`src/rtl/imm_encoder.sv`:
```
// LEGv8 immediate encoder: packs opcode, register fields and a signed immediate into an
// I-type or D-type word, range-checking the immediate. Optional clamping under IMM_ENC_SATURATE_EN.
module imm_encoder #(
    parameter int CNT_W = 16
) (
    input  logic             clk,
    input  logic             reset,
    input  logic             in_valid,
    output logic             in_ready,
    input  logic             in_is_d_type,
    input  logic [10:0]      in_opcode,
    input  logic [1:0]       in_op2,
    input  logic [4:0]       in_rn,
    input  logic [4:0]       in_rd,
    input  logic [63:0]      in_imm,
    output logic             out_valid,
    input  logic             out_ready,
    output logic [31:0]      out_instr,
    output logic             out_is_d_type,
    output logic             out_err,
    input  logic             clear_counts,
    output logic [CNT_W-1:0] enc_count,
    output logic [CNT_W-1:0] err_count
);

    logic             out_valid_q;
    logic [31:0]      out_instr_q;
    logic             out_is_d_q;
    logic             out_err_q;
    logic [CNT_W-1:0] enc_count_q;
    logic [CNT_W-1:0] err_count_q;

    logic        accept;
    logic        fits_i;
    logic        fits_d;
    logic        err_d;
    logic [11:0] imm_i_field;
    logic [8:0]  imm_d_field;
    logic [31:0] word_i;
    logic [31:0] word_d;
    logic [31:0] instr_d;

    assign in_ready = !out_valid_q || out_ready;
    assign accept   = in_valid && in_ready;

    // A value fits when every bit above the field's sign bit matches that sign bit.
    assign fits_i = (&in_imm[63:11]) || !(|in_imm[63:11]);
    assign fits_d = (&in_imm[63:8])  || !(|in_imm[63:8]);
    assign err_d  = in_is_d_type ? !fits_d : !fits_i;

`ifdef IMM_ENC_SATURATE_EN
    assign imm_i_field = fits_i ? in_imm[11:0] : (in_imm[63] ? 12'h800 : 12'h7FF);
    assign imm_d_field = fits_d ? in_imm[8:0]  : (in_imm[63] ? 9'h100  : 9'h0FF);
`else
    assign imm_i_field = in_imm[11:0];
    assign imm_d_field = in_imm[8:0];
`endif

    assign word_i = {in_opcode[9:0], imm_i_field, in_rn, in_rd};
    assign word_d = {in_opcode, imm_d_field, in_op2, in_rn, in_rd};

    always_comb begin
        instr_d = in_is_d_type ? word_d : word_i;
`ifndef IMM_ENC_SATURATE_EN
        if (err_d) begin
            instr_d = 32'h0;
        end
`endif
    end

    always_ff @(posedge clk or posedge reset) begin
        if (reset) begin
            out_valid_q <= 1'b0;
            out_instr_q <= 32'h0;
            out_is_d_q  <= 1'b0;
            out_err_q   <= 1'b0;
        end else if (accept) begin
            out_valid_q <= 1'b1;
            out_instr_q <= instr_d;
            out_is_d_q  <= in_is_d_type;
            out_err_q   <= err_d;
        end else if (out_ready) begin
            out_valid_q <= 1'b0;
        end
    end

    // Counters track acceptances; a simultaneous clear drops that request from the tally.
    always_ff @(posedge clk or posedge reset) begin
        if (reset) begin
            enc_count_q <= '0;
            err_count_q <= '0;
        end else if (clear_counts) begin
            enc_count_q <= '0;
            err_count_q <= '0;
        end else if (accept) begin
            if (err_d) begin
                err_count_q <= err_count_q + CNT_W'(1);
            end else begin
                enc_count_q <= enc_count_q + CNT_W'(1);
            end
        end
    end

    assign out_valid     = out_valid_q;
    assign out_instr     = out_instr_q;
    assign out_is_d_type = out_is_d_q;
    assign out_err       = out_err_q;
    assign enc_count     = enc_count_q;
    assign err_count     = err_count_q;

endmodule

```
`config.mk`:
```
export PLATFORM = sky130hd
export DESIGN_NAME = imm_encoder
export DESIGN_NICKNAME = d
export VERILOG_FILES = /design/src/rtl/imm_encoder.sv
export SDC_FILE = /design/constraint.sdc
export NUM_CORES = 1
export LEC_CHECK = 0
export BUFFER_PORTS_ARGS = -buffer_cell sky130_fd_sc_hd__clkbuf_2
export CORE_UTILIZATION = 44
export DETAILED_ROUTE_END_ITERATION = 8
export PLACE_DENSITY_LB_ADDON = 0.08
export SYNTH_ARGS = -nofsm -noshare
export SYNTH_HDL_FRONTEND = slang
export SYNTH_SLANG_ARGS = --single-unit
```
`constraint.sdc`:
```
create_clock -name clk -period 5.99 [get_ports clk]
set_clock_uncertainty 0.05 [all_clocks]
set_input_delay 0.2995 -clock clk [delete_from_list [all_inputs] [get_ports clk]]
set_output_delay 0.2995 -clock clk [all_outputs]
set_load 0.005 [all_outputs]
```
==> impl_metrics.yaml, run 1 <==
worst_setup_path:
  crit_type: "input pin to flip-flop"
  crit_path_top_delay_cell: "a21oi_2"
  reg2reg_slack_ps: 3740
  start_kind: "input pin"
  r2r-end: "err_count[12]"
  rr_worst_depth: 7
  max_stage_delay_ps: 760
  worstReg2RegStart: "out_valid"
  cp-end-kind: "flip-flop"
  cp_cell_sequence: "clkbuf_2 -> nor4_1 -> nand4_1 -> or4_4 -> a21oi_2 -> o21ai_2 -> buf_4 -> nor4_1 -> mux2_2"
  cp.arrival_ps: 3310
  crit_required_ps: 6170
  crit_fanout: 33
  crit_path_frequent_cell: "nor4_1"
routing:
  via_count: 3365
  dr.pass1.iters: 6
  dr.first_iter.drc_count: 97
  drc_errors: 0
  ant_nets: 0
  wl_um: 8830
  vias_per_cell: 5.43
  wl_per_cell_um: 14.2
timing:
  period_minus_slack_ps: 3130
  hold_viol_final: 0
  final-max-slew-violation-count: 0
  setup-tns-final_ps: 0
  finalSetupViolCount: 0
  setup_ws_ps: 2860
  max_slew_margin: 0.377
  fin_crit_sh: 0.522
  worstMarginPinSlew_ps: 934
  rsz0062_at_grt: "false"
  fin_hold_ws_ps: 120
  max_freq_mhz: 320
yosys:
  synth_edf_count: 0
  synth_nets: 454
  ys_ff_latch: 67
  synth_top_area_cell: "dfrtp_1"
  synth_cell_type_count: 38
  ys_seq_area_frac: 0.487
  ys_top_cells_by_area: "dfrtp_1 (49%), mux2i_1 (6.7%), nand2_1 (4.1%)"
  synth_top_area_frac: 0.487
  yosys_warnings: 0
  syn_area_um2: 3440
  avgSynthCellArea_um2: 9.59
  ys.flop_type: "dfrtp_1"
  async_flop_share: 1.00
  synth_cells: 359
cts:
  insertion_delay_ps: 340
  cts_inserted_buffers: 9
  cts-resized-gates: 0
  clockBufferDepth: 2
  holdBufCountCts: 0
  clock_sinks: 67
  cts_root_buf: "clkbuf_8"
  clkTransAtPathRegs_ps: 80
  post-cts-setup-buffers: 0
  cts_max_level: 3
  tritoncts: "yes"
power:
  p_leak_nw: 2.28
  peakVddDrop_v: 0.000103
  power.density_nw_per_um2: 222
cells_and_area:
  finalNetCount: 611
  area_growth_pct: 32.8
  layout.cells.non_filler: 620
  antennaDiodeCount: 0
  drive_above_1_share: 0.376
place:
  portBuffers: 160
  numPlacedInstances: 604
  dpl.hpwl_um: 6390
  place_congestion: 0.787
  pre_cts_slack_ps: 2500
floorplanning:
  rows: 31
  ioPinCount: 161
  die_y_um: 90.4
  core_um2: 7410
  die_w_um: 90.4
  die-area_um2: 8180
  initial_core_util: 0.465
hold_path:
  hold_class: "input pin to flip-flop"
  holdPathEnd: "out_instr[6]"
  hold_path.startpoint: "in_rn[1]"
  whs_path_depth: 2
run_status:
  outcome: "finished clean"
job:
  maxCapViolations: 0
global_route:
  overflow: 0
  grt_pass1_wl_um: 14400
  grt_usage: 0.219
  antenna_found_initial: 0
  grt_pass1_vias: 3073
  grt_max_degree: 68
[state kept, by name (all words and copies together), names as in the netlist]
signal and flops:
out_instr 32, enc_count 16, err_count 16, out_err 1, out_is_d_type 1, out_valid 1
[cell usage in the layout, fill, tap and decap left out, types with 11 or more instances in the layout]
cell type  count
mux2i_1       23
nand2_1       38
nor2_1        33
o21ai_0       27
nor3_1        11
nand4_1       20
nand3_1       12
dfrtp_1       67
clkbuf_2     160
nor4_1        20
[worst max path at each step]
| stage | end | slack, ps | depth (start not counted) | startpoint |
|---|---|---|---|---|
| detailed placement | enc_count[15] | 2500 | 9 | in_imm[40] |
| floorplan | enc_count[15] | 3610 | 7 | in_imm[44] |
| finish | enc_count[15] | 2860 | 9 | in_imm[40] |
| CTS | enc_count[15] | 2850 | 9 | in_imm[40] |
| global route | enc_count[15] | 2600 | 9 | in_imm[40] |
| global placement | enc_count[15] | 2650 | 9 | in_imm[39] |
[power by group]
group / internal [mW] / switching [mW]
Combinational: 0.0382 / 0.0510
Sequential: 0.455 / 0.00275
Clock: 0.289 / 0.179
[cell usage after synthesis, types with 8 or more instances]
cell,count
dfrtp_1,67
nand2_1,38
nor2_1,33
o21ai_0,27
mux2i_1,23
nand4_1,20
nor4_1,20
clkbuf_1,14
nand3_1,12
nor3_1,11
a21oi_1,10
a22o_1,10
xnor2_1,10
inv_1,8
[metrics by stage]
step / util / power, mW / area (µm²)
2_1_floorplan: - / 0.504 / 3440
3_3_place_gp: 0.583 / 0.553 / 4320
3_5_place_dp: 0.583 / 0.555 / 4320
4_1_cts: 0.617 / 1.02 / 4570
5_1_grt: 0.617 / 1.05 / 4570
6_report: 0.617 / 1.01 / 4570
[cells by family after synthesis]
| kind of cell | share of synthesized area |
|---|---|
| AO/OA/AOI/OAI | 0.125 |
| buffers and inverters | 0.0305 |
| flip-flops | 0.487 |
| multiplexers | 0.0832 |
| AND/OR/NAND/NOR | 0.231 |
| adder cells (fa/ha/maj) | 0.00727 |
| XOR/XNOR | 0.0356 |
[routing by layer]
| metal | global-route usage | vias up | wire [µm] |
|---|---|---|---|
| li1 | - | 1625 | - |
| met1 | 0.298 | 1596 | 4120 |
| met2 | 0.345 | 134 | 4130 |
| met3 | 0.0446 | 10 | 474 |
| met4 | 0.0847 | 0 | 104 |
| met5 | 0 | - | 0 |
[area by class of cell]
| cell class | instances | area [µm²] |
|---|---|---|
| Multi-Input combinational cell | 266 | 1660 |
| Fill cell | 677 | 2840 |
| Clock buffer | 10 | 138 |
| Inverter | 8 | 30.0 |
| Sequential cell | 67 | 1680 |
| Tap cell | 99 | 124 |
| Timing Repair Buffer | 164 | 831 |
| Clock inverter | 6 | 113 |
[worst max-delay path: cells and delay by family]
kind                   cells  cell delay [ps]
and+or+nand+nor            4             1440
buffers and inverters      2              360
AOI/OAI and AO/OA          2              830
muxes                      1              370
(Power assumes the default switching activity.)
==> run 2, diff against run 1 <==
--- a/config.mk
+++ b/config.mk
@@ -5,6 +5,7 @@
 export SDC_FILE = /design/constraint.sdc
 export NUM_CORES = 1
 export LEC_CHECK = 0
+export ABC_AREA = 1
 export BUFFER_PORTS_ARGS = -buffer_cell sky130_fd_sc_hd__clkbuf_2
 export CORE_UTILIZATION = 44
 export DETAILED_ROUTE_END_ITERATION = 8
==> constraint.sdc (replaced) <==
create_clock -name clk -period 2.6 [get_ports clk]
set_clock_uncertainty 0.05 [all_clocks]
set_input_delay 0.13 -clock clk [delete_from_list [all_inputs] [get_ports clk]]
set_output_delay 0.13 -clock clk [all_outputs]
set_load 0.005 [all_outputs]
==> run 2 against run 1 <==
Effect of this change:
- clock-buffer cell count fell by 1
- setup slack got worse by 2100 ps
- core utilization fell by 3.5 points
- largest cell class is now multi-input gates
- largest power group is now sequential cells
==> impl_metrics.yaml, run 2 <==
global_route:
  antenna_found_initial: 0
  overflow: 0
  grt_max_degree: 50
  grt_usage: 0.225
  grt_pass1_vias: 3844
  grt_pass1_wl_um: 17700
worst_setup_path:
  crit_path_frequent_cell: "nand2_1"
  max_stage_delay_ps: 440
  crit_type: "flip-flop to flip-flop"
  rr_worst_depth: 6
  cp_cell_sequence: "nand2_1 -> nand2_1 -> buf_4 -> nand2_1 -> nand3_1 -> nand2_1"
  reg2reg_slack_ps: 780
  crit_required_ps: 2780
  cp.arrival_ps: 2000
  start_kind: "flip-flop"
  crit_path_top_delay_cell: "nand2_1"
  cp-end-kind: "flip-flop"
  crit_fanout: 37
yosys:
  synth_cells: 573
  ys.flop_type: "dfrtp_1"
  synth_nets: 668
  yosys_warnings: 0
  avgSynthCellArea_um2: 7.24
  ys_seq_area_frac: 0.404
  async_flop_share: 1.00
  syn_area_um2: 4150
  synth_cell_type_count: 28
  ys_top_cells_by_area: "dfrtp_1 (40%), nand2_1 (16%), nor2_1 (7.1%)"
  ys_ff_latch: 67
  synth_common_cells: "nand2_1 (179), nor2_1 (78), dfrtp_1 (67)"
  synth_top_area_frac: 0.404
  synth_edf_count: 0
  synth_top_area_cell: "dfrtp_1"
  yosysMostFrequentCell: "nand2_1"
run_status:
  outcome: "finished clean"
cells_and_area:
  mostFrequentLayoutCells: "nand2_1 (179), clkbuf_2 (160), nor2_1 (78)"
  largest_reg_flops: 32
  area_growth_pct: 29.1
  finalNetCount: 833
  final_common_cell: "nand2_1"
  drive_above_1_share: 0.273
  antennaDiodeCount: 0
place:
  place_congestion: 0.838
  dpl.hpwl_um: 7720
  portBuffers: 160
cts:
  clockBufferDepth: 2
  cts-resized-gates: 0
  insertion_delay_ps: 340
  cts_max_level: 3
  tritoncts: "yes"
  holdBufCountCts: 11
  clkTransAtPathRegs_ps: 80
  clock_sinks: 67
  cts_inserted_buffers: 9
  cts_root_buf: "clkbuf_8"
  post-cts-setup-buffers: 0
timing:
  hold_viol_final: 0
  finalSetupViolCount: 0
  rsz0062_at_grt: "false"
  max_slew_margin: 0.508
  setup-tns-final_ps: 0
  fin_crit_sh: 0.701
  final-max-slew-violation-count: 0
  period_minus_slack_ps: 1820
  max_freq_mhz: 548
  worstMarginPinSlew_ps: 738
floorplanning:
  die_w_um: 99.1
  initial_core_util: 0.451
  core_um2: 9200
  die-area_um2: 9820
  die_y_um: 99.1
  rows: 35
  ioPinCount: 161
power:
  p_leak_nw: 3.01
  power_mw: 2.51
  peakVddDrop_v: 0.000242
  power.density_nw_per_um2: 468
routing:
  vias_per_cell: 4.93
  ant_nets: 0
  dr.pass1.iters: 4
  dr.first_iter.drc_count: 174
  wl_per_cell_um: 12.5
  via_count: 4212
  wl_um: 10700
  drc_errors: 0
hold_path:
  hold_class: "input pin to flip-flop"
  whs_path_depth: 4
job:
  maxCapViolations: 0
## run 2: cell count changes after synthesis, moves of 13 or more
cell     change
inv_1       +41
nand3_1     +35
nor4_1      -19
nand3_2     +13
nand2_1    +141
nor2_1      +45
## run 2: path summary, 6_finish.rpt
check                        startpoint             to
max reg2reg                   out_valid   enc_count[7]
min in group asynchronous         reset   err_count[4]
max in group asynchronous         reset  out_instr[12]
max                           out_valid   enc_count[7]
min                           out_ready      out_valid
min reg2reg                out_instr[5]   out_instr[5]
## run 2: cell type report
class	count	area, µm²
Clock buffer	9	124
Multi-Input combinational cell	432	2160
Sequential cell	67	1680
Clock inverter	7	101
Tap cell	111	139
Inverter	51	191
Timing Repair Buffer	177	968
Fill cell	880	3840
## run 2: cells by family after synthesis
logic type,after synthesis,synth area share
fa+ha+maj,2,0.00603
xor+xnor,16,0.0338
compound gates,33,0.0407
simple gates,359,0.386
buf+inv,74,0.0763
flops,67,0.404
mux,22,0.0531
## run 2: routing by layer
metal  global-route usage  wire, µm
met1                0.303      5010
met5                    0         0
met2                0.372      5050
met3               0.0358       498
met4               0.0747       129
## run 2: per-stage QoR
step	instances	setup WS [ps]	util	cell area [µm²]	hold WS [ps]
detailed placement	827	642	0.546	5020	239
floorplan	573	737	-	4150	190
finish	854	777	0.582	5360	34.6
CTS	854	761	0.582	5360	19.3
global route	854	554	0.582	5360	36.1
global placement	827	626	0.546	5020	234
## run 2: report_power, final
group	total, mW	switching (mW)	leakage, nW	internal [mW]
Combinational	0.380	0.216	1.99	0.164
Sequential	1.13	0.0363	0.912	1.09
Clock	0.995	0.449	0.106	0.547
Total	2.51	0.701	3.01	1.80
## run 2: worst max-delay path, delay by kind of cell (launching register included)
| family | cells | cell delay [ps] |
|---|---|---|
| flops | 1 | 360 |
| simple gates | 5 | 950 |
| buf+inv | 1 | 360 |
==> run 3, diff against run 2 <==
==> constraint.sdc (replaced) <==
create_clock -name clk -period 1.9 [get_ports clk]
set_clock_uncertainty 0.05 [all_clocks]
set_input_delay 0.095 -clock clk [delete_from_list [all_inputs] [get_ports clk]]
set_output_delay 0.095 -clock clk [all_outputs]
set_load 0.005 [all_outputs]
==> run 3 against run 2 <==
Effect of this change:
- wire length grew 1.4%
- maximum frequency is 8.4% higher
- sequential share of layout area decreased by 0.55 points
- setup slack got worse by 560 ps
- first-iteration DRC count is 18% lower
- global-route usage rose by 0.14 points
- register-to-register slack lost 560 ps
- die area unchanged
- non-clock buffer count grew 7
- critical path depth is 3 higher
- clock-buffer cell count up 1
- final cell count up 0.82%
==> impl_metrics.yaml, run 3 (synthesized netlist as in run 2, its figures left out) <==
timing:
  fin_crit_sh: 0.885
  max_slew_margin: 0.742
  worstMarginPinSlew_ps: 387
  period_minus_slack_ps: 1680
  setup-tns-final_ps: 0
  final-max-slew-violation-count: 0
  hold_viol_final: 0
  finalSetupViolCount: 0
  rsz0062_at_grt: "false"
  max_freq_mhz: 594
global_route:
  grt_max_degree: 68
  overflow: 0
  antenna_found_initial: 0
  grt_usage: 0.226
  grt_pass1_wl_um: 18000
  grt_pass1_vias: 3988
cells_and_area:
  ff_latch_area_um2: 1680
  mostFrequentLayoutCells: "nand2_1 (179), clkbuf_2 (160), nor2_1 (77)"
  final_common_cell: "nand2_1"
  antennaDiodeCount: 0
  largest_reg_flops: 32
  area_growth_pct: 31.4
  drive_above_1_share: 0.280
  finalNetCount: 840
  fin_area_um2: 5450
  final_util: 0.593
  multiInputGateArea_um2: 2160
  nFillCells: 849
routing:
  wl_per_cell_um: 12.6
  dr.pass1.iters: 4
  via_count: 4289
  ant_nets: 0
  vias_per_cell: 4.98
  dr.first_iter.drc_count: 143
  drc_errors: 0
  wl_um: 10800
worst_setup_path:
  crit_required_ps: 2120
  r2r-end: "enc_count[10]"
  rr_worst_depth: 9
  reg2reg_slack_ps: 220
  crit_type: "flip-flop to flip-flop"
  crit_fanout: 5
  cp.arrival_ps: 1900
  start_kind: "flip-flop"
  worstReg2RegStart: "enc_count[0]"
  cp-end-kind: "flip-flop"
floorplanning:
  ioPinCount: 161
  initial_core_util: 0.451
  core_um2: 9200
  die-area_um2: 9820
  die_w_um: 99.1
  rows: 35
  die_y_um: 99.1
power:
  peakVddDrop_v: 0.000527
  power.density_nw_per_um2: 653
  p_int_mw: 2.64
  p_seq_frac: 0.434
  comb_power_share: 0.152
  switching_power_uw: 918
  clockPowerShare: 0.415
  swShare: 0.258
  p_leak_nw: 3.07
hold_path:
  hold_path.startpoint: "in_opcode[7]"
  whs_path_depth: 3
  hold_class: "input pin to flip-flop"
  holdPathEnd: "out_instr[29]"
place:
  place_congestion: 0.854
  portBuffers: 160
  dpl_cell_area_um2: 5080
  dpl.hpwl_um: 7820
job:
  maxCapViolations: 0
cts:
  clock_sinks: 67
  tritoncts: "yes"
  cts_max_level: 3
  post-cts-setup-buffers: 0
  cts_inserted_buffers: 9
  clockBufferDepth: 2
  insertion_delay_ps: 340
  clkTransAtPathRegs_ps: 80
  cts_root_buf: "clkbuf_8"
run_status:
  outcome: "finished clean"
-- run 3: worst max-delay path, cell delays in order, from the launching register on --
cell and delay [ps]:
dfrtp_1 440, ha_1 200, nand2_1 70, inv_1 80
nand2_1 110, nor3_1 220, nand2_1 80, a211oi_1 200
nand3_1 100, nand2_1 60
-- run 3: layer usage --
metal	part of all wire	track usage
met1	0.47	0.295
met5	0	0
met2	0.48	0.392
met3	0.043	0.0358
met4	0.0066	0.0588
-- run 3: how the worst max path moves through the flow --
stage,slack [ps],start,endpoint,depth (start not counted)
final,220,enc_count[0],enc_count[10],9
after CTS,220,enc_count[0],enc_count[13],9
after global routing,10,enc_count[0],enc_count[10],9
after floorplan,70,reset,enc_count[0],1
after global placement,230,in_imm[61],enc_count[10],11
after detailed placement,180,in_imm[29],out_instr[22],11
-- run 3: repair_timing --
item                                   4_1_cts  5_1_grt
resized for setup                            0        1
endpoints found under the hold margin       78        0
hold buffers                                12        0
setup endpoints to repair                    0        1
-- run 3: power groups by stage --
stage | clock network [mW] | registers, mW | logic [mW]
floorplan | 0 | 1.57 | 0.255
global placement | 0 | 1.57 | 0.515
detailed placement | 0 | 1.57 | 0.523
CTS | 1.51 | 1.54 | 0.543
global route | 1.56 | 1.55 | 0.601
finish | 1.48 | 1.55 | 0.540
-- run 3: stage by stage --
step           cells  hold WS, ps  worst slack, ps  power (mW)
2_1_floorplan    573          155             71.8        1.83
3_3_place_gp     833          139              232        2.08
3_5_place_dp     833          139              175        2.09
4_1_cts          861         21.7              220        3.60
5_1_grt          861         38.8             13.1        3.71
6_report         861         27.8              218        3.56
-- run 3: layout make-up --
type,count,area share
Clock buffer,10,0.0252
Clock inverter,6,0.0207
Inverter,51,0.0351
Multi-Input combinational cell,432,0.396
Sequential cell,67,0.308
Tap cell,111,0.0255
Timing Repair Buffer,184,0.190
